==> src/rtl/rx_hdr_parse_if.sv <==
// rtl/rx_hdr_parse_if.sv - link, rx buffer read port and header/address handshake bundle
interface rx_hdr_parse_if #(
    parameter int AW = 11
);
    logic          rx_start;
    logic          rx_done;
    logic [1:0]    rx_crc_rslt;
    logic          hdr_buf_rden;
    logic [AW-1:0] hdr_buf_raddr;
    logic [7:0]    hdr_buf_rdata;
    logic [7:0]    DA;
    logic [7:0]    FC;
    logic [7:0]    MODE;
    logic          read_done;
    logic          addr_read_reg;
    logic [23:0]   ADDR;
    logic          addr_read_done;
    logic [15:0]   frame_ok_cnt;
    logic [15:0]   crc_err_cnt;

    modport master (
        input  rx_start, rx_done, rx_crc_rslt, hdr_buf_rdata, addr_read_reg,
        output hdr_buf_rden, hdr_buf_raddr, DA, FC, MODE, read_done,
               ADDR, addr_read_done, frame_ok_cnt, crc_err_cnt
    );

    modport slave (
        output rx_start, rx_done, rx_crc_rslt, hdr_buf_rdata, addr_read_reg,
        input  hdr_buf_rden, hdr_buf_raddr, DA, FC, MODE, read_done,
               ADDR, addr_read_done, frame_ok_cnt, crc_err_cnt
    );
endinterface

==> src/rtl/rx_hdr_parse.sv <==
// rtl/rx_hdr_parse.sv - frame header extractor reading DA/FC/MODE and on-demand ADDR from rx buffer
module rx_hdr_parse #(
    parameter int DA_OFS   = 0,
    parameter int FC_OFS   = 2,
    parameter int MODE_OFS = 3,
    parameter int ADDR_OFS = 5,
    parameter int AW       = 11
) (
    input logic            clk,
    input logic            reset,
    rx_hdr_parse_if.master bus
);
    typedef enum logic [2:0] {IDLE, HDR_RD, HDR_VAL, ADR_RD, ADR_VAL} state_t;

    state_t        state_q, state_d;
    logic [1:0]    cnt_q, cnt_d;
    logic          rx_done_d, rx_start_d;
    logic          rise, start_rise, crc_good, req;
    logic [7:0]    da_q, fc_q, mode_q, addr_hi_q, addr_mid_q;
    logic [23:0]   addr_q;
    logic          read_done_q, addr_done_q;
    logic [15:0]   frame_ok_q, crc_err_q;
    logic          rden;
    logic [AW-1:0] raddr;
    logic          unused_crc;

    assign rise       = bus.rx_done & ~rx_done_d;
    assign start_rise = bus.rx_start & ~rx_start_d;
    assign crc_good   = bus.rx_crc_rslt[0];
    assign req        = bus.addr_read_reg;
    assign unused_crc = bus.rx_crc_rslt[1];

    always_ff @(posedge clk) begin
        if (reset) begin
            state_q <= IDLE;
            cnt_q   <= 2'd0;
        end else begin
            state_q <= state_d;
            cnt_q   <= cnt_d;
        end
    end

    // A new frame (or a new reception start) preempts whatever is in flight.
    always_comb begin
        state_d = state_q;
        cnt_d   = cnt_q;
        rden    = 1'b0;
        raddr   = '0;
        case (state_q)
            HDR_RD: begin
                rden  = (cnt_q != 2'd3);
                raddr = (cnt_q == 2'd0) ? AW'(DA_OFS) :
                        (cnt_q == 2'd1) ? AW'(FC_OFS) : AW'(MODE_OFS);
            end
            ADR_RD: begin
                rden  = (cnt_q != 2'd3);
                raddr = AW'(ADDR_OFS + 32'(cnt_q));
            end
            default: ;
        endcase
        if (rise) begin
            state_d = crc_good ? HDR_RD : IDLE;
            cnt_d   = 2'd0;
        end else if (start_rise) begin
            state_d = IDLE;
            cnt_d   = 2'd0;
        end else begin
            case (state_q)
                HDR_RD: begin
                    cnt_d = cnt_q + 2'd1;
                    if (cnt_q == 2'd3) state_d = HDR_VAL;
                end
                HDR_VAL: if (req) begin
                    state_d = ADR_RD;
                    cnt_d   = 2'd0;
                end
                ADR_RD: begin
                    cnt_d = cnt_q + 2'd1;
                    if (cnt_q == 2'd3) state_d = ADR_VAL;
                end
                ADR_VAL: if (!req) state_d = HDR_VAL;
                default: ;
            endcase
        end
    end

    // Read data lags its address by one clock, so capture uses count 1..3.
    always_ff @(posedge clk) begin
        if (reset) begin
            rx_done_d   <= 1'b0;
            rx_start_d  <= 1'b0;
            da_q        <= 8'd0;
            fc_q        <= 8'd0;
            mode_q      <= 8'd0;
            addr_hi_q   <= 8'd0;
            addr_mid_q  <= 8'd0;
            addr_q      <= 24'd0;
            read_done_q <= 1'b0;
            addr_done_q <= 1'b0;
            frame_ok_q  <= 16'd0;
            crc_err_q   <= 16'd0;
        end else begin
            rx_done_d  <= bus.rx_done;
            rx_start_d <= bus.rx_start;
            if (rise) begin
                read_done_q <= 1'b0;
                addr_done_q <= 1'b0;
                if (crc_good) begin
                    if (frame_ok_q != 16'hFFFF) frame_ok_q <= frame_ok_q + 16'd1;
                end else begin
                    if (crc_err_q != 16'hFFFF) crc_err_q <= crc_err_q + 16'd1;
                end
            end else if (start_rise) begin
                read_done_q <= 1'b0;
                addr_done_q <= 1'b0;
            end else begin
                case (state_q)
                    HDR_RD: case (cnt_q)
                        2'd1: da_q <= bus.hdr_buf_rdata;
                        2'd2: fc_q <= bus.hdr_buf_rdata;
                        2'd3: begin
                            mode_q      <= bus.hdr_buf_rdata;
                            read_done_q <= 1'b1;
                        end
                        default: ;
                    endcase
                    ADR_RD: case (cnt_q)
                        2'd1: addr_hi_q  <= bus.hdr_buf_rdata;
                        2'd2: addr_mid_q <= bus.hdr_buf_rdata;
                        2'd3: begin
                            addr_q      <= {addr_hi_q, addr_mid_q, bus.hdr_buf_rdata};
                            addr_done_q <= 1'b1;
                        end
                        default: ;
                    endcase
                    ADR_VAL: if (!req) addr_done_q <= 1'b0;
                    default: ;
                endcase
            end
        end
    end

    assign bus.hdr_buf_rden   = rden;
    assign bus.hdr_buf_raddr  = raddr;
    assign bus.DA             = da_q;
    assign bus.FC             = fc_q;
    assign bus.MODE           = mode_q;
    assign bus.read_done      = read_done_q;
    assign bus.ADDR           = addr_q;
    assign bus.addr_read_done = addr_done_q;
    assign bus.frame_ok_cnt   = frame_ok_q;
    assign bus.crc_err_cnt    = crc_err_q;
endmodule
==> src/flat_wrapper.sv <==
// flat-port wrapper written by rule: the top's interface ports become plain ports
module rx_hdr_parse_flat 
#(
    parameter int DA_OFS   = 0,
    parameter int FC_OFS   = 2,
    parameter int MODE_OFS = 3,
    parameter int ADDR_OFS = 5,
    parameter int AW       = 11
)
  (clk, reset, bus_rx_start, bus_rx_done, bus_rx_crc_rslt, bus_hdr_buf_rdata, bus_addr_read_reg, bus_hdr_buf_rden, bus_hdr_buf_raddr, bus_DA, bus_FC, bus_MODE, bus_read_done, bus_ADDR, bus_addr_read_done, bus_frame_ok_cnt, bus_crc_err_cnt);
  rx_hdr_parse_if #(.AW(AW)) bus_i ();
  input logic clk;
  input logic reset;
  input wire logic [$bits(bus_i.rx_start)-1:0] bus_rx_start;
  input wire logic [$bits(bus_i.rx_done)-1:0] bus_rx_done;
  input wire logic [$bits(bus_i.rx_crc_rslt)-1:0] bus_rx_crc_rslt;
  input wire logic [$bits(bus_i.hdr_buf_rdata)-1:0] bus_hdr_buf_rdata;
  input wire logic [$bits(bus_i.addr_read_reg)-1:0] bus_addr_read_reg;
  output wire logic [$bits(bus_i.hdr_buf_rden)-1:0] bus_hdr_buf_rden;
  output wire logic [$bits(bus_i.hdr_buf_raddr)-1:0] bus_hdr_buf_raddr;
  output wire logic [$bits(bus_i.DA)-1:0] bus_DA;
  output wire logic [$bits(bus_i.FC)-1:0] bus_FC;
  output wire logic [$bits(bus_i.MODE)-1:0] bus_MODE;
  output wire logic [$bits(bus_i.read_done)-1:0] bus_read_done;
  output wire logic [$bits(bus_i.ADDR)-1:0] bus_ADDR;
  output wire logic [$bits(bus_i.addr_read_done)-1:0] bus_addr_read_done;
  output wire logic [$bits(bus_i.frame_ok_cnt)-1:0] bus_frame_ok_cnt;
  output wire logic [$bits(bus_i.crc_err_cnt)-1:0] bus_crc_err_cnt;
  assign bus_i.rx_start = bus_rx_start;
  assign bus_i.rx_done = bus_rx_done;
  assign bus_i.rx_crc_rslt = bus_rx_crc_rslt;
  assign bus_i.hdr_buf_rdata = bus_hdr_buf_rdata;
  assign bus_i.addr_read_reg = bus_addr_read_reg;
  assign bus_hdr_buf_rden = bus_i.hdr_buf_rden;
  assign bus_hdr_buf_raddr = bus_i.hdr_buf_raddr;
  assign bus_DA = bus_i.DA;
  assign bus_FC = bus_i.FC;
  assign bus_MODE = bus_i.MODE;
  assign bus_read_done = bus_i.read_done;
  assign bus_ADDR = bus_i.ADDR;
  assign bus_addr_read_done = bus_i.addr_read_done;
  assign bus_frame_ok_cnt = bus_i.frame_ok_cnt;
  assign bus_crc_err_cnt = bus_i.crc_err_cnt;
  rx_hdr_parse #(.DA_OFS(DA_OFS), .FC_OFS(FC_OFS), .MODE_OFS(MODE_OFS), .ADDR_OFS(ADDR_OFS), .AW(AW)) u_core (.clk(clk), .reset(reset), .bus(bus_i));
endmodule
==> config.mk <==
export PLATFORM = sky130hd
export DESIGN_NAME = rx_hdr_parse_flat
export DESIGN_NICKNAME = d
export VERILOG_FILES = /design/src/rtl/rx_hdr_parse_if.sv /design/src/rtl/rx_hdr_parse.sv /design/src/flat_wrapper.sv
export SDC_FILE = /design/constraint.sdc
export NUM_CORES = 1
export LEC_CHECK = 0
export CAP_MARGIN = 20
export CORE_MARGIN = 4
export CORE_UTILIZATION = 40
export CTS_CLUSTER_DIAMETER = 40
export DETAILED_ROUTE_END_ITERATION = 12
export GPL_TIMING_DRIVEN = 0
export MAX_ROUTING_LAYER = met4
export PLACE_DENSITY = 0.64
export SKIP_CTS_REPAIR_TIMING = 1
export SLEW_MARGIN = 20
export SYNTH_ARGS = -nofsm -noshare
export SYNTH_HDL_FRONTEND = slang
export SYNTH_SLANG_ARGS = --single-unit
==> constraint.sdc <==
create_clock -name clk -period 2.55 [get_ports clk]
set_input_delay 0.3825 -clock clk [delete_from_list [all_inputs] [get_ports clk]]
set_output_delay 0.3825 -clock clk [all_outputs]
set_load 0.1 [all_outputs]
==> impl_metrics.py <==
metrics = {
    "critical_path": {
        "cp.depth": 1,
        "path_cells": "clkdlybuf4s50_1",
        "max_stage_delay_ns": 1.20,
        "crit_buf_inv": 1,
        "crit_arrival_ns": 2.01,
        "path_delay_family": "buffers and inverters",
        "critPathSlowestCell": "clkdlybuf4s50_1",
        "r2r_cells": 7,
        "crit_path_end": "bus_frame_ok_cnt[2]",
        "reg2reg_to": "u_core.bus.ADDR[9]",
        "path_class": "reg -> out",
        "rrSetupSlack_ns": 0.35,
        "crit_path_start_kind": "register",
        "crit_start": "u_core.bus.frame_ok_cnt[2]",
        "crit_required_ns": 2.17,
        "regToRegStartpoint": "u_core.cnt_q[0]",
        "critPathCaptureType": "output pin",
        "path_max_fanout": 7,
    },
    "sta": {
        "skew_ns": 0.00694,
        "fin_crit_ns": 2.39,
        "slew_headroom": 0.316,
        "worst_pin_slew_ns": 1.02,
        "hold_viol": 0,
        "fmax_mhz": 418,
        "rsz0062_at_grt": "false",
        "setup_slack_ns": 0.160,
        "slew_violations": 0,
        "setup_viol": 0,
        "fin_crit_sh": 0.937,
    },
    "power_and_ir_drop": {
        "p_switching_mw": 0.798,
        "power.share.clock": 0.419,
        "pwr-share-seq": 0.513,
        "power.leakage_nw": 2.19,
        "swShare": 0.248,
        "p_int_mw": 2.43,
        "peakVddDrop_v": 0.000450,
        "p_comb_frac": 0.068,
        "power_density_nw_per_um2": 527,
    },
    "floorplan": {
        "core_area_sq_um": 11400,
        "die_area_sq_um": 13400,
        "die_h_microns": 116,
        "die_w_microns": 116,
        "rows": 39,
        "num_io_pins": 109,
        "initial_core_util": 0.407,
    },
    "global_routing": {
        "antenna_found_initial": 0,
        "overflow": 0,
        "grt_pass1_vias": 3847,
        "grt_max_degree": 18,
        "grt_pass1_wl_microns": 19000,
        "grt_usage": 0.185,
    },
    "finish": {
        "fin_util": 0.538,
        "fill_cells": 1076,
        "syn2layout_area_growth_pct": 32.0,
        "layoutNonFillerInstCount": 755,
        "drive_above_1_share": 0.0964,
        "final_nets": 629,
        "diodes": 0,
    },
    "yosys": {
        "synth_edf_count": 0,
        "synthTopCellsByArea": "dfxtp_1 45%, mux2i_1 14%, nor2_1 7.2%, a21oi_1 3.5%, mux2_2 2.2%",
        "netlist.top_cell.by_area": "dfxtp_1",
        "synthCells": 491,
        "yosysWarnings": 0,
        "avgSynthCellArea_sq_um": 9.43,
        "yosys.area.top_type_share": 0.454,
        "ys_ff_latch": 105,
        "yosysMostFrequentCell": "dfxtp_1",
        "synth.distinct_cells": 50,
        "yosysSeqAreaShare": 0.454,
        "synth_common_cells": "105 x dfxtp_1, 89 x nor2_1, 66 x mux2i_1, 32 x a21oi_1, 14 x clkbuf_1",
        "netlist_area_sq_um": 4630,
        "async_flop_share": 0,
        "yosys_most_used_dff": "dfxtp_1",
    },
    "clock_tree": {
        "insertion_delay_ns": 0.35,
        "cts_tree": "built",
        "clk_pin_slew_ns": 0.07,
        "cts_root_buffer": "clkbuf_16",
        "cts.sinks": 105,
        "cts_buffer_depth": 2,
        "htreeDepth": 3,
        "cts_made_buffers": 9,
    },
    "drt": {
        "vias": 3976,
        "viasPerCell": 5.27,
        "drc_errors": 0,
        "ant_nets": 0,
        "drt_wl_total_microns": 11700,
        "drt-initial-drc-count": 298,
        "wire_per_inst_microns": 15.5,
        "firstDrtPassIters": 4,
    },
    "place": {
        "io_buffers": 100,
        "post-place-cells": 740,
        "gp_congestion": 0.761,
        "place_ws_ns": -0.0960,
        "detailed_place_hpwl_microns": 8600,
    },
    "job": {
        "maxCapViolCount": 0,
    },
    "hold_path": {
        "hold_path_class": "reg -> reg",
    },
    "run_status": {
        "outcome": "complete, no violations",
    },
}
## registers in the layout, summed over array words and instances (netlist names)
signal                     flops
u_core.bus.frame_ok_cnt       16
u_core.rx_done_d               1
u_core.bus.read_done           1
u_core.bus.FC                  8
u_core.rx_start_d              1
u_core.bus.DA                  8
u_core.bus.MODE                8
u_core.addr_mid_q              8
u_core.state_q                 3
u_core.bus.crc_err_cnt        16
u_core.cnt_q                   2
u_core.addr_hi_q               8
u_core.bus.addr_read_done      1
u_core.bus.ADDR               24
## worst min path at each step
stage / from / to / slack [ns] / depth (start not counted)
final: u_core.bus.MODE[6] / u_core.bus.MODE[6] / 0.50 / 2
after global routing: u_core.bus.ADDR[3] / u_core.bus.ADDR[3] / 0.53 / 2
after CTS: u_core.bus.MODE[6] / u_core.bus.MODE[6] / 0.50 / 2
after detailed placement: u_core.addr_mid_q[1] / u_core.addr_mid_q[1] / 0.49 / 2
after global placement: u_core.addr_hi_q[5] / u_core.addr_hi_q[5] / 0.47 / 2
after floorplan: u_core.addr_hi_q[0] / u_core.addr_hi_q[0] / 0.46 / 2
## kinds of logic (layout without fill, tap and decap cells)
kind of cell               after synthesis  in the layout  synth area share
xor gates and xnor gates                 1              1           0.00189
and+or+nand+nor                        194            194             0.229
AOI/OAI and AO/OA                       66             66            0.0878
buffers and inverters                   43            158            0.0465
muxes                                   75             75             0.165
other                                    1              7          0.000810
DFF                                    105            105             0.454
adders and majority gates                6              6            0.0162
## power by group through the flow
stage          combinational (mW)  clock [mW]  sequential (mW)
6_report                    0.220        1.35             1.65
5_1_grt                     0.234        1.46             1.65
4_1_cts                     0.221        1.39             1.65
3_5_place_dp                0.221           0             1.69
3_3_place_gp                0.218           0             1.69
2_1_floorplan               0.130           0             1.71
## layer usage
layer	track usage	part of all wire	vias to the layer above
li1	-	-	1967
met1	0.226	0.45	1890
met2	0.294	0.47	111
met3	0.0632	0.076	8
met4	0.0503	0.0087	0
met5	-	0	-
## cell usage in the layout, fill, tap and decap left out, types with 3 or more instances in the layout
cell type,count
a211oi_1,4
a21oi_1,32
and3_1,3
buf_1,4
buf_2,5
buf_4,9
clkbuf_1,14
clkbuf_16,9
clkbuf_2,5
clkdlybuf4s50_1,95
conb_1,7
dfxtp_1,103
ha_1,6
inv_1,8
mux2_2,9
mux2i_1,66
nand2_1,8
nand2b_1,9
nand3_1,12
nand4_1,9
nor2_1,89
nor2b_1,13
nor3_1,11
nor4_1,4
nor4_4,4
o21ai_0,9
o31ai_1,10
or3_1,6
or4_1,12
## stage by stage
stage | hold WS (ns) | total power, mW | cell area [sq um] | TNS, ns
final | 0.497 | 3.22 | 6110 | 0
after global routing | 0.533 | 3.34 | 6110 | 0
after CTS | 0.500 | 3.26 | 6130 | -1.92
after detailed placement | 0.486 | 1.91 | 5840 | -0.318
after global placement | 0.472 | 1.91 | 5840 | -0.218
after floorplan | 0.460 | 1.84 | 4660 | 0
## cell type report
| type | count | area [sq um] | share of cell area |
|---|---|---|---|
| multi-input combinational | 349 | 2340 | 0.383 |
| clock buffer | 11 | 253 | 0.0414 |
| timing repair buffer | 100 | 983 | 0.161 |
| inverter | 8 | 30.0 | 0.00491 |
| sequential | 105 | 2100 | 0.344 |
| tap | 143 | 179 | 0.0293 |
| buffer | 35 | 185 | 0.0303 |
| clock inverter | 4 | 35.0 | 0.00573 |
(Power assumes the default switching activity.)
